$ cat config.mk
export PLATFORM = sky130hd
export DESIGN_NAME = targ_rx_buffer
export DESIGN_NICKNAME = d
export VERILOG_FILES = /design/src/rtl/targ_rx_buffer_pkg.sv /design/src/rtl/targ_rx_fifo_mem.sv /design/src/rtl/targ_rx_buffer.sv
export SDC_FILE = /design/constraint.sdc
export NUM_CORES = 1
export LEC_CHECK = 0
export ABC_AREA = 1
export CAP_MARGIN = 40
export CELL_PAD_IN_SITES_DETAIL_PLACEMENT = 1
export CELL_PAD_IN_SITES_GLOBAL_PLACEMENT = 2
export CORE_ASPECT_RATIO = 0.75
export CORE_UTILIZATION = 46
export DETAILED_ROUTE_END_ITERATION = 10
export PLACE_DENSITY_LB_ADDON = 0.15
export SYNTH_ARGS = -nofsm -noshare
export SYNTH_HDL_FRONTEND = slang
export SYNTH_SLANG_ARGS = --single-unit
$ cat constraint.sdc
create_clock -name clk -period 7.2 [get_ports clk]
set_input_delay 1.44 -clock clk [delete_from_list [all_inputs] [get_ports clk]]
set_output_delay 1.44 -clock clk [all_outputs]
set_load 0.03 [all_outputs]
$ cat src/rtl/targ_rx_buffer_pkg.sv
// Shared entry layout for the target UART receive buffer.
// An entry is {eop, err, data[7:0]}.
package targ_rx_buffer_pkg;
  localparam int TARG_RX_ENTRY_W = 10;
  localparam int TARG_RX_EOP_BIT = 9;
  localparam int TARG_RX_ERR_BIT = 8;
  localparam logic [7:0] TARG_RX_ERR_SAT = 8'hFF;
endpackage

$ cat src/rtl/targ_rx_fifo_mem.sv
// Storage for the receive buffer: data/err RAM, per-entry eop flags and pointers.
// FWFT read of the entry at the read pointer; eop can be set on any entry.
module targ_rx_fifo_mem
  import targ_rx_buffer_pkg::*;
#(
  parameter int DEPTH_LOG2 = 6
) (
  input  logic                         clk,
  input  logic                         rst_n,
  input  logic                         clear,
  input  logic                         wr_en,
  input  logic [TARG_RX_ENTRY_W-2:0]   wr_entry,
  input  logic                         rd_adv,
  input  logic                         eop_set,
  input  logic [DEPTH_LOG2-1:0]        eop_idx,
  output logic [DEPTH_LOG2-1:0]        wr_ptr,
  output logic [TARG_RX_ENTRY_W-1:0]   rd_entry
);
  localparam int DEPTH = 1 << DEPTH_LOG2;

  logic [TARG_RX_ENTRY_W-2:0] ram [DEPTH];
  logic [DEPTH-1:0]           eop_flags;
  logic [DEPTH_LOG2-1:0]      rd_ptr;

  always_ff @(posedge clk) begin
    if (wr_en) ram[wr_ptr] <= wr_entry;
  end

  always_ff @(posedge clk or negedge rst_n) begin
    if (!rst_n) begin
      wr_ptr <= '0;
      rd_ptr <= '0;
    end else if (clear) begin
      wr_ptr <= '0;
      rd_ptr <= '0;
    end else begin
      if (wr_en)  wr_ptr <= wr_ptr + 1'b1;
      if (rd_adv) rd_ptr <= rd_ptr + 1'b1;
    end
  end

  // Set wins over the write-clear so a write and eop in one cycle tag the new entry.
  for (genvar gi = 0; gi < DEPTH; gi++) begin : g_eop
    logic eop_reg;
    always_ff @(posedge clk or negedge rst_n) begin
      if (!rst_n)                                            eop_reg <= 1'b0;
      else if (clear)                                        eop_reg <= 1'b0;
      else if (eop_set && eop_idx == DEPTH_LOG2'(gi))        eop_reg <= 1'b1;
      else if (wr_en && wr_ptr == DEPTH_LOG2'(gi))           eop_reg <= 1'b0;
    end
    assign eop_flags[gi] = eop_reg;
  end

  assign rd_entry = {eop_flags[rd_ptr], ram[rd_ptr]};
endmodule

$ cat src/rtl/targ_rx_buffer.sv
// Receive-side byte buffer: captures receiver strobes into an FWFT FIFO with
// err/eop tagging, sticky overflow and a saturating error counter.
module targ_rx_buffer
  import targ_rx_buffer_pkg::*;
#(
  parameter int DEPTH_LOG2 = 6
) (
  input  logic                  clk,
  input  logic                  rst_n,
  input  logic [7:0]            rx_data,
  input  logic                  rx_data_ready,
  input  logic                  rx_data_error,
  input  logic                  rx_endofpacket,
  input  logic                  flush,
  output logic                  rd_valid,
  output logic [7:0]            rd_data,
  output logic                  rd_err,
  output logic                  rd_eop,
  input  logic                  rd_ack,
  output logic [DEPTH_LOG2:0]   count,
  output logic                  overflow,
  output logic [7:0]            err_count
);
  localparam logic [DEPTH_LOG2:0] FULL_COUNT = (DEPTH_LOG2 + 1)'(1 << DEPTH_LOG2);

  logic                        pending;
  logic [DEPTH_LOG2-1:0]       last_wr;
  logic [DEPTH_LOG2-1:0]       wr_ptr;
  logic [TARG_RX_ENTRY_W-1:0]  head;
  logic                        wr_evt, full, do_rd, wr_accept, wr_drop, eop_fire;
  logic [DEPTH_LOG2-1:0]       eop_idx;

  assign wr_evt    = rx_data_ready | rx_data_error;
  assign full      = (count == FULL_COUNT);
  assign rd_valid  = (count != '0);
  assign do_rd     = rd_ack && rd_valid && !flush;
  assign wr_accept = wr_evt && !flush && (!full || do_rd);
  assign wr_drop   = wr_evt && !flush && full && !do_rd;

  // A same-cycle write is applied first, so eop then targets the new entry.
  assign eop_fire = rx_endofpacket && !flush && (pending || wr_accept)
                    && (rd_valid || wr_accept);
  assign eop_idx  = wr_accept ? wr_ptr : last_wr;

  targ_rx_fifo_mem #(.DEPTH_LOG2(DEPTH_LOG2)) u_mem (
    .clk      (clk),
    .rst_n    (rst_n),
    .clear    (flush),
    .wr_en    (wr_accept),
    .wr_entry ({rx_data_error, rx_data}),
    .rd_adv   (do_rd),
    .eop_set  (eop_fire),
    .eop_idx  (eop_idx),
    .wr_ptr   (wr_ptr),
    .rd_entry (head)
  );

  assign rd_data = head[7:0];
  assign rd_err  = head[TARG_RX_ERR_BIT];
  assign rd_eop  = head[TARG_RX_EOP_BIT];

  always_ff @(posedge clk or negedge rst_n) begin
    if (!rst_n) begin
      count     <= '0;
      overflow  <= 1'b0;
      err_count <= '0;
      pending   <= 1'b0;
      last_wr   <= '0;
    end else if (flush) begin
      count     <= '0;
      overflow  <= 1'b0;
      err_count <= '0;
      pending   <= 1'b0;
      last_wr   <= '0;
    end else begin
      case ({wr_accept, do_rd})
        2'b10:   count <= count + 1'b1;
        2'b01:   count <= count - 1'b1;
        default: count <= count;
      endcase
      if (wr_drop) overflow <= 1'b1;
      if (wr_accept) begin
        last_wr <= wr_ptr;
        pending <= 1'b1;
        if (rx_data_error && err_count != TARG_RX_ERR_SAT)
          err_count <= err_count + 1'b1;
      end
      if (rx_endofpacket) pending <= 1'b0;
    end
  end
endmodule

== Word level (Yosys, flattened, before mapping) ==
Memory sizes are Yosys's and may differ from the RTL's.
Cells that the tools add are included.
Word-level totals
  register bits after elaboration: 99
  RAM bits: 576
  input bits: 15
  memories kept: 1
Memories
  u_mem.ram: words 64, bits a word 9, read ports 1, clocked after memory_dff 0, wr ports 1, line targ_rx_fifo_mem.sv:21  | logic [TARG_RX_ENTRY_W-2:0] ram [DEPTH];
Cells by class
  add/sub/neg operators: 5
  $lt $le $gt $ge: 1
  equal/unequal tests: 130
  multiplexer cells: 212
  bitwise operators: 1
  reduce and logical (&&, ||, !) cells: 218
Operators by type and width (count)
  $eq A6 B6 Y1 const B: 64
  $mux W1: 200
  $reduce_bool A3 Y1: 66
  $eq A6 B5 Y1 const B: 32
  $logic_and A1 B1 Y1: 138
  $eq A6 B4 Y1 const B: 16
  $eq A6 B3 Y1 const B: 8
  $mux W6: 6
  $eq A6 B2 Y1 const B: 4
  $mux W8: 3
  $pmux W7 S2: 1
  $add A6 B1 Y6 const B: 2
  $eq A6 B1 Y1 const B: 2
  $logic_not A6 Y1: 2
  $add A8 B1 Y8 const B: 1
  $ne A8 B8 Y1 const B: 1
  $reduce_bool A2 Y1: 4
  $add A7 B1 Y7 const B: 1
  $eq A7 B7 Y1 const B: 1
  $lt A6 B7 Y1 const B: 1
  $mux W7: 1
  $reduce_bool A7 Y1: 1
  $sub A7 B1 Y7 const B: 1
  $bmux W1 S6: 1
  6 further kinds: 10

== Longest topological paths before layout ==
  depth after elaboration: 11
  mapped depth: 16
  gate-level depth less buffers: 16

== Cells and area by module ==
Synthesis repeated with hierarchy kept, for this count alone.
Second synthesis, totals
  cells, all modules: 3043
  area total of the unflattened synthesis: 29902.4 um2
Modules (own cells, without submodules)
  targ_rx_fifo_mem: times used 1, cells each 2836, area each 28409.7 um2
  targ_rx_buffer: times used 1, cells each 207, area each 1492.7 um2

== Worst setup path after synthesis ==
No wires, ideal clock.
  path type: input to register
  start point: input port flush
  end point: memory u_mem.ram[12][0] (netlist name) (enable)
  setup time: 0.374 ns
  data arrival time: 3.034 ns
  path slack: 3.792 ns
  cell stages on the path: 10
  path buffers: 3
  cell sequence: clkbuf_1 > inv_1 > nand2_4 > nand2_2 > nand2_2 > buf_6 > inv_2 > buf_2 > nand4_1 > nor2_1
On the way
  longest elaborated chain between the ends: 6
  elaborated cells on any way between the ends: 7
  classes of those cells: mux: 2; reduce/logical: 5
Ends and longest elaborated chain
  start, declared: line targ_rx_buffer.sv:14  | input logic flush,
  $logic_not A1 Y1 (*): line targ_rx_buffer.sv:36, targ_rx_buffer.sv:37
  $logic_and A1 B1 Y1: line targ_rx_buffer.sv:36  | assign do_rd = rd_ack && rd_valid && !flush;
  $logic_or A1 B1 Y1: line targ_rx_buffer.sv:37  | assign wr_accept = wr_evt && !flush && (!full || do_rd);
  $logic_and A1 B1 Y1 (*): line targ_rx_buffer.sv:37
  $mux W1 (*): line targ_rx_fifo_mem.sv:26  | if (wr_en) ram[wr_ptr] <= wr_entry;
  $mux W1 (implied by the code) (*): line targ_rx_fifo_mem.sv:26
  end, declared: line targ_rx_fifo_mem.sv:21
Every way passes the cells marked *; elsewhere a longest branch is shown, timed or not.

== Final worst setup path ==
  start point: register u_mem.rd_ptr[1]
  end point: output port rd_data[5]
On the way
  longest elaborated chain between the ends: 1
Ends and longest elaborated chain
  start, declared: line targ_rx_fifo_mem.sv:23  | logic [DEPTH_LOG2-1:0] rd_ptr;
  start signal, assigned: line targ_rx_fifo_mem.sv:38  | if (rd_adv) rd_ptr <= rd_ptr + 1'b1;
  $mem_v2 Z64 W9
  end, declared: line targ_rx_buffer.sv:16  | output logic [7:0] rd_data,
No other way between the ends.

==> results by group <==
Clocking
  – Root buf cell: clkbuf_16
  – Post-CTS setup repair buffer count: 0
  – CTS Buf Count: 70
  – TritonCTS clock tree: built
  – Number of clock sinks seen by CTS: 675
  – Clock transition time at the flip-flop clock pins of the worst setup and hold paths: 0.06 ns
  – CTS HTree Levels: 3
  – Maximum clock path buffer count: 3
  – Cts repair resizes: 0
  – Clk Latency, worst-skew pair: 0.63 ns
  – Total of hold buffers inserted after clock tree synthesis: 0

Drt
  – DR DRC count: 0
  – Drt wl/cell: 26.4 um
  – Detailed Route WL: 89,600 um
  – Via-to-Cell Ratio: 6.05
  – Drt first pass iters: 5
  – Number of nets still failing antenna checks after routing: 0
  – Number of DRC markers in iteration 0: 2,031
  – Routed vias: 20,500

Pwr
  – Clock share of power: 0.335
  – Portion of total power attributed to sequential cells: 0.409
  – Switching power total: 0.00361 W
  – Switching power as a share of total power: 0.339
  – Fraction of power consumed by combinational cells: 0.256
  – Leakage power summed over all cells: 11.1 nW
  – Power Total: 0.0106 W
  – Total power divided by cell area: 333 nW/um^2
  – Cell internal pwr: 0.00704 W
  – Max IR drop VDD: 0.000273 V

Critical path
  – Type of element capturing the critical path: output pin
  – Crit path DAT: 4.48 ns
  – Critical Path Fanout Max: 64
  – Reg-to-reg critical path startpoint: count[0]$_DFFE_PN0P_
  – Endpoint of the most critical register-to-register path: u_mem.ram[19][3]$_DFFE_PP_
  – Startpoint Class: register
  – Minimum setup slack among reg-to-reg paths: 3.35 ns
  – WP data required: 5.76 ns
  – Depth of the worst register-to-register path: 10
  – Critical path class: register to output pin

Global route
  – Global route total overflow: 0
  – Gr usage total: 0.290
  – Via count of the first global-routing pass: 20,500
  – Maximum number of pins on one net before global-route repair: 188
  – Number of antenna violations at the first check in global routing: 2
  – First-pass GRT wire length: 135,000 um

Final layout
  – Final non-filler cell total: 3,387
  – Number of nets in the layout: 2,555
  – Number of flip-flops under the largest register name: 576
  – Area grow syn2layout: 12.8%
  – Share of final-layout standard cells stronger than drive strength 1: 0.0901
  – Commonest cells after routing, fill and taps aside: edfxtp_1, nor2_1, o21ai_0, nand2_1, o22ai_1
  – Final core utilization: 0.527
  – Most frequent standard cell in the layout excluding fill and tap cells: edfxtp_1

STA
  – Final critical delay including setup and external delays: 5.92 ns
  – Number of endpoints with negative hold slack in the final report: 0
  – Slew margin rel.: 0.277
  – Post-route setup TNS: 0 ns
  – Transition time at the pin with the least slew margin: 1.08 ns
  – Setup repair after global routing missed its margin: no
  – Clk_skew: 0.0285 ns
  – Tcrit/Tclk final: 0.822
  – Final Slew Violations: 0
  – Finish-stage setup viols: 0
  – Max frequency: 169 MHz

Place
  – Cell total after placement: 3,253
  – Port Buffers: 41
  – Post-DP HPWL: 54,800 um
  – Final weighted congestion of routability-driven global placement: 0.870

Floorplan
  – Core region area: 60,700 um^2
  – Starting utilization of the core area: 0.467
  – Vert. Die Dim: 217 um
  – Site row count: 78
  – Die ar.: 62,600 um^2
  – I/O pin count: 42
  – Die X-Extent: 289 um

Worst hold path
  – Startpoint of the worst hold path: u_mem.g_eop[1].eop_reg$_DFFE_PN0P_
  – Hold Path Sink: u_mem.g_eop[1].eop_reg$_DFFE_PN0P_
  – Hold crit path type: register to register
  – Hold Path Cell Cnt: 2

Yosys
  – Async set-or-reset flop fraction in the synthesized netlist: 0.147
  – Register area share after synthesis: 0.698
  – Total standard cell area after synthesis: 28,300 um^2
  – Synthesized Nets: 2,523
  – Instance count of the mapped netlist: 2,500
  – Yosys top cell area share: 0.611
  – Cell taking the most area after synthesis: edfxtp_1
  – Mean Syn Cell Area: 11.3 um^2
  – Cell variety after synth: 43
  – Count of flip-flops with a built-in enable after synthesis: 576
  – Total number of yosys warnings: 0
  – Post-synth top flop: edfxtp_1
  – Register bit count reported by yosys: 675
  – Top cells by area in the synthesized netlist: edfxtp_1, dfrtp_1, o21ai_0, nor2_1, nand2_1

Run
  – Max Cap Violations: 0

Run status
  – Run status: completed
-- power groups by stage --
stage / Sequential, W / Combinational, W / Clock [W]
3_3_place_gp: 0.00443 / 0.00262 / 0
6_report: 0.00436 / 0.00272 / 0.00357
5_1_grt: 0.00436 / 0.00294 / 0.00376
4_1_cts: 0.00435 / 0.00270 / 0.00363
3_5_place_dp: 0.00443 / 0.00269 / 0
2_1_floorplan: 0.00443 / 0.00167 / 0
-- Yosys cell counts, types with 3 or more instances --
cell type and instances:
edfxtp_1 576, nor2_1 488, o21ai_0 441, nand2_1 275, o22ai_1 161, clkbuf_1 125
dfrtp_1 99, nand3_1 98, inv_1 51, o211ai_1 31, buf_2 22, nand4_1 14
a21oi_1 13, o221ai_1 11, buf_1 9, ha_1 8, inv_2 8, nor3_1 8
nor2_2 7, o21bai_1 7, o21ai_1 5, or2_2 5, nand3_4 4, o21ai_2 4
nand2_2 3, nor3_2 3
-- stage by stage --
| step | hold slack, ns | setup slack, ns | cell area (um^2) |
|---|---|---|---|
| after floorplan | 0.473 | 3.79 | 28300 |
| after global placement | 0.489 | 1.56 | 29400 |
| after detailed placement | 0.490 | 1.81 | 29700 |
| after CTS | 0.508 | 1.33 | 31900 |
| after global routing | 0.530 | 1.17 | 32000 |
| final | 0.505 | 1.28 | 32000 |
-- how the worst max path moves through the flow --
stage | startpoint | end | slack (ns) | depth (start not counted)
after floorplan | flush | u_mem.ram[12][0]$_DFFE_PP_ | 3.79 | 10
after global placement | flush | u_mem.ram[62][6]$_DFFE_PP_ | 1.56 | 8
after detailed placement | flush | u_mem.ram[57][5]$_DFFE_PP_ | 1.81 | 8
after CTS | u_mem.rd_ptr[1]$_DFFE_PN0P_ | rd_data[5] | 1.33 | 10
after global routing | u_mem.rd_ptr[1]$_DFFE_PN0P_ | rd_data[7] | 1.17 | 9
final | u_mem.rd_ptr[1]$_DFFE_PN0P_ | rd_data[5] | 1.28 | 10
-- layout make-up --
cell class / instances / area (um^2)
clock buffers: 90 / 1850
clock inverters: 36 / 379
well taps: 800 / 1000
multi-input cells: 1605 / 7690
diodes: 1 / 2.50
inverters: 61 / 239
repair buffers: 119 / 1030
fillers: 6341 / 28700
flip-flops and latches: 675 / 19800
-- cells by family after synthesis --
| kind of cell | share of synthesized area |
|---|---|
| and+or+nand+nor | 0.131 |
| AOI/OAI and AO/OA | 0.135 |
| DFF | 0.698 |
| buffers and inverters | 0.0307 |
| adders and majority gates | 0.00353 |
| xor gates and xnor gates | 0.00124 |
-- routing by layer --
metal  routed length [um]  track usage
met3                 6230       0.0440
met4                 1760       0.0640
met5                   10            0
met1                42700        0.459
met2                38900        0.419
-- critical path, cell delays in order, from the launching register on --
cell and delay [ns]:
dfrtp_4 0.59, inv_4 0.45, buf_4 0.69, o21ai_0 0.23, o22ai_1 0.24, or2_2 0.16, o211ai_1 0.22, o211ai_1 0.17
nand3_1 0.15, nand2_1 0.17, clkdlybuf4s50_1 0.69
(Power assumes the default switching activity.)
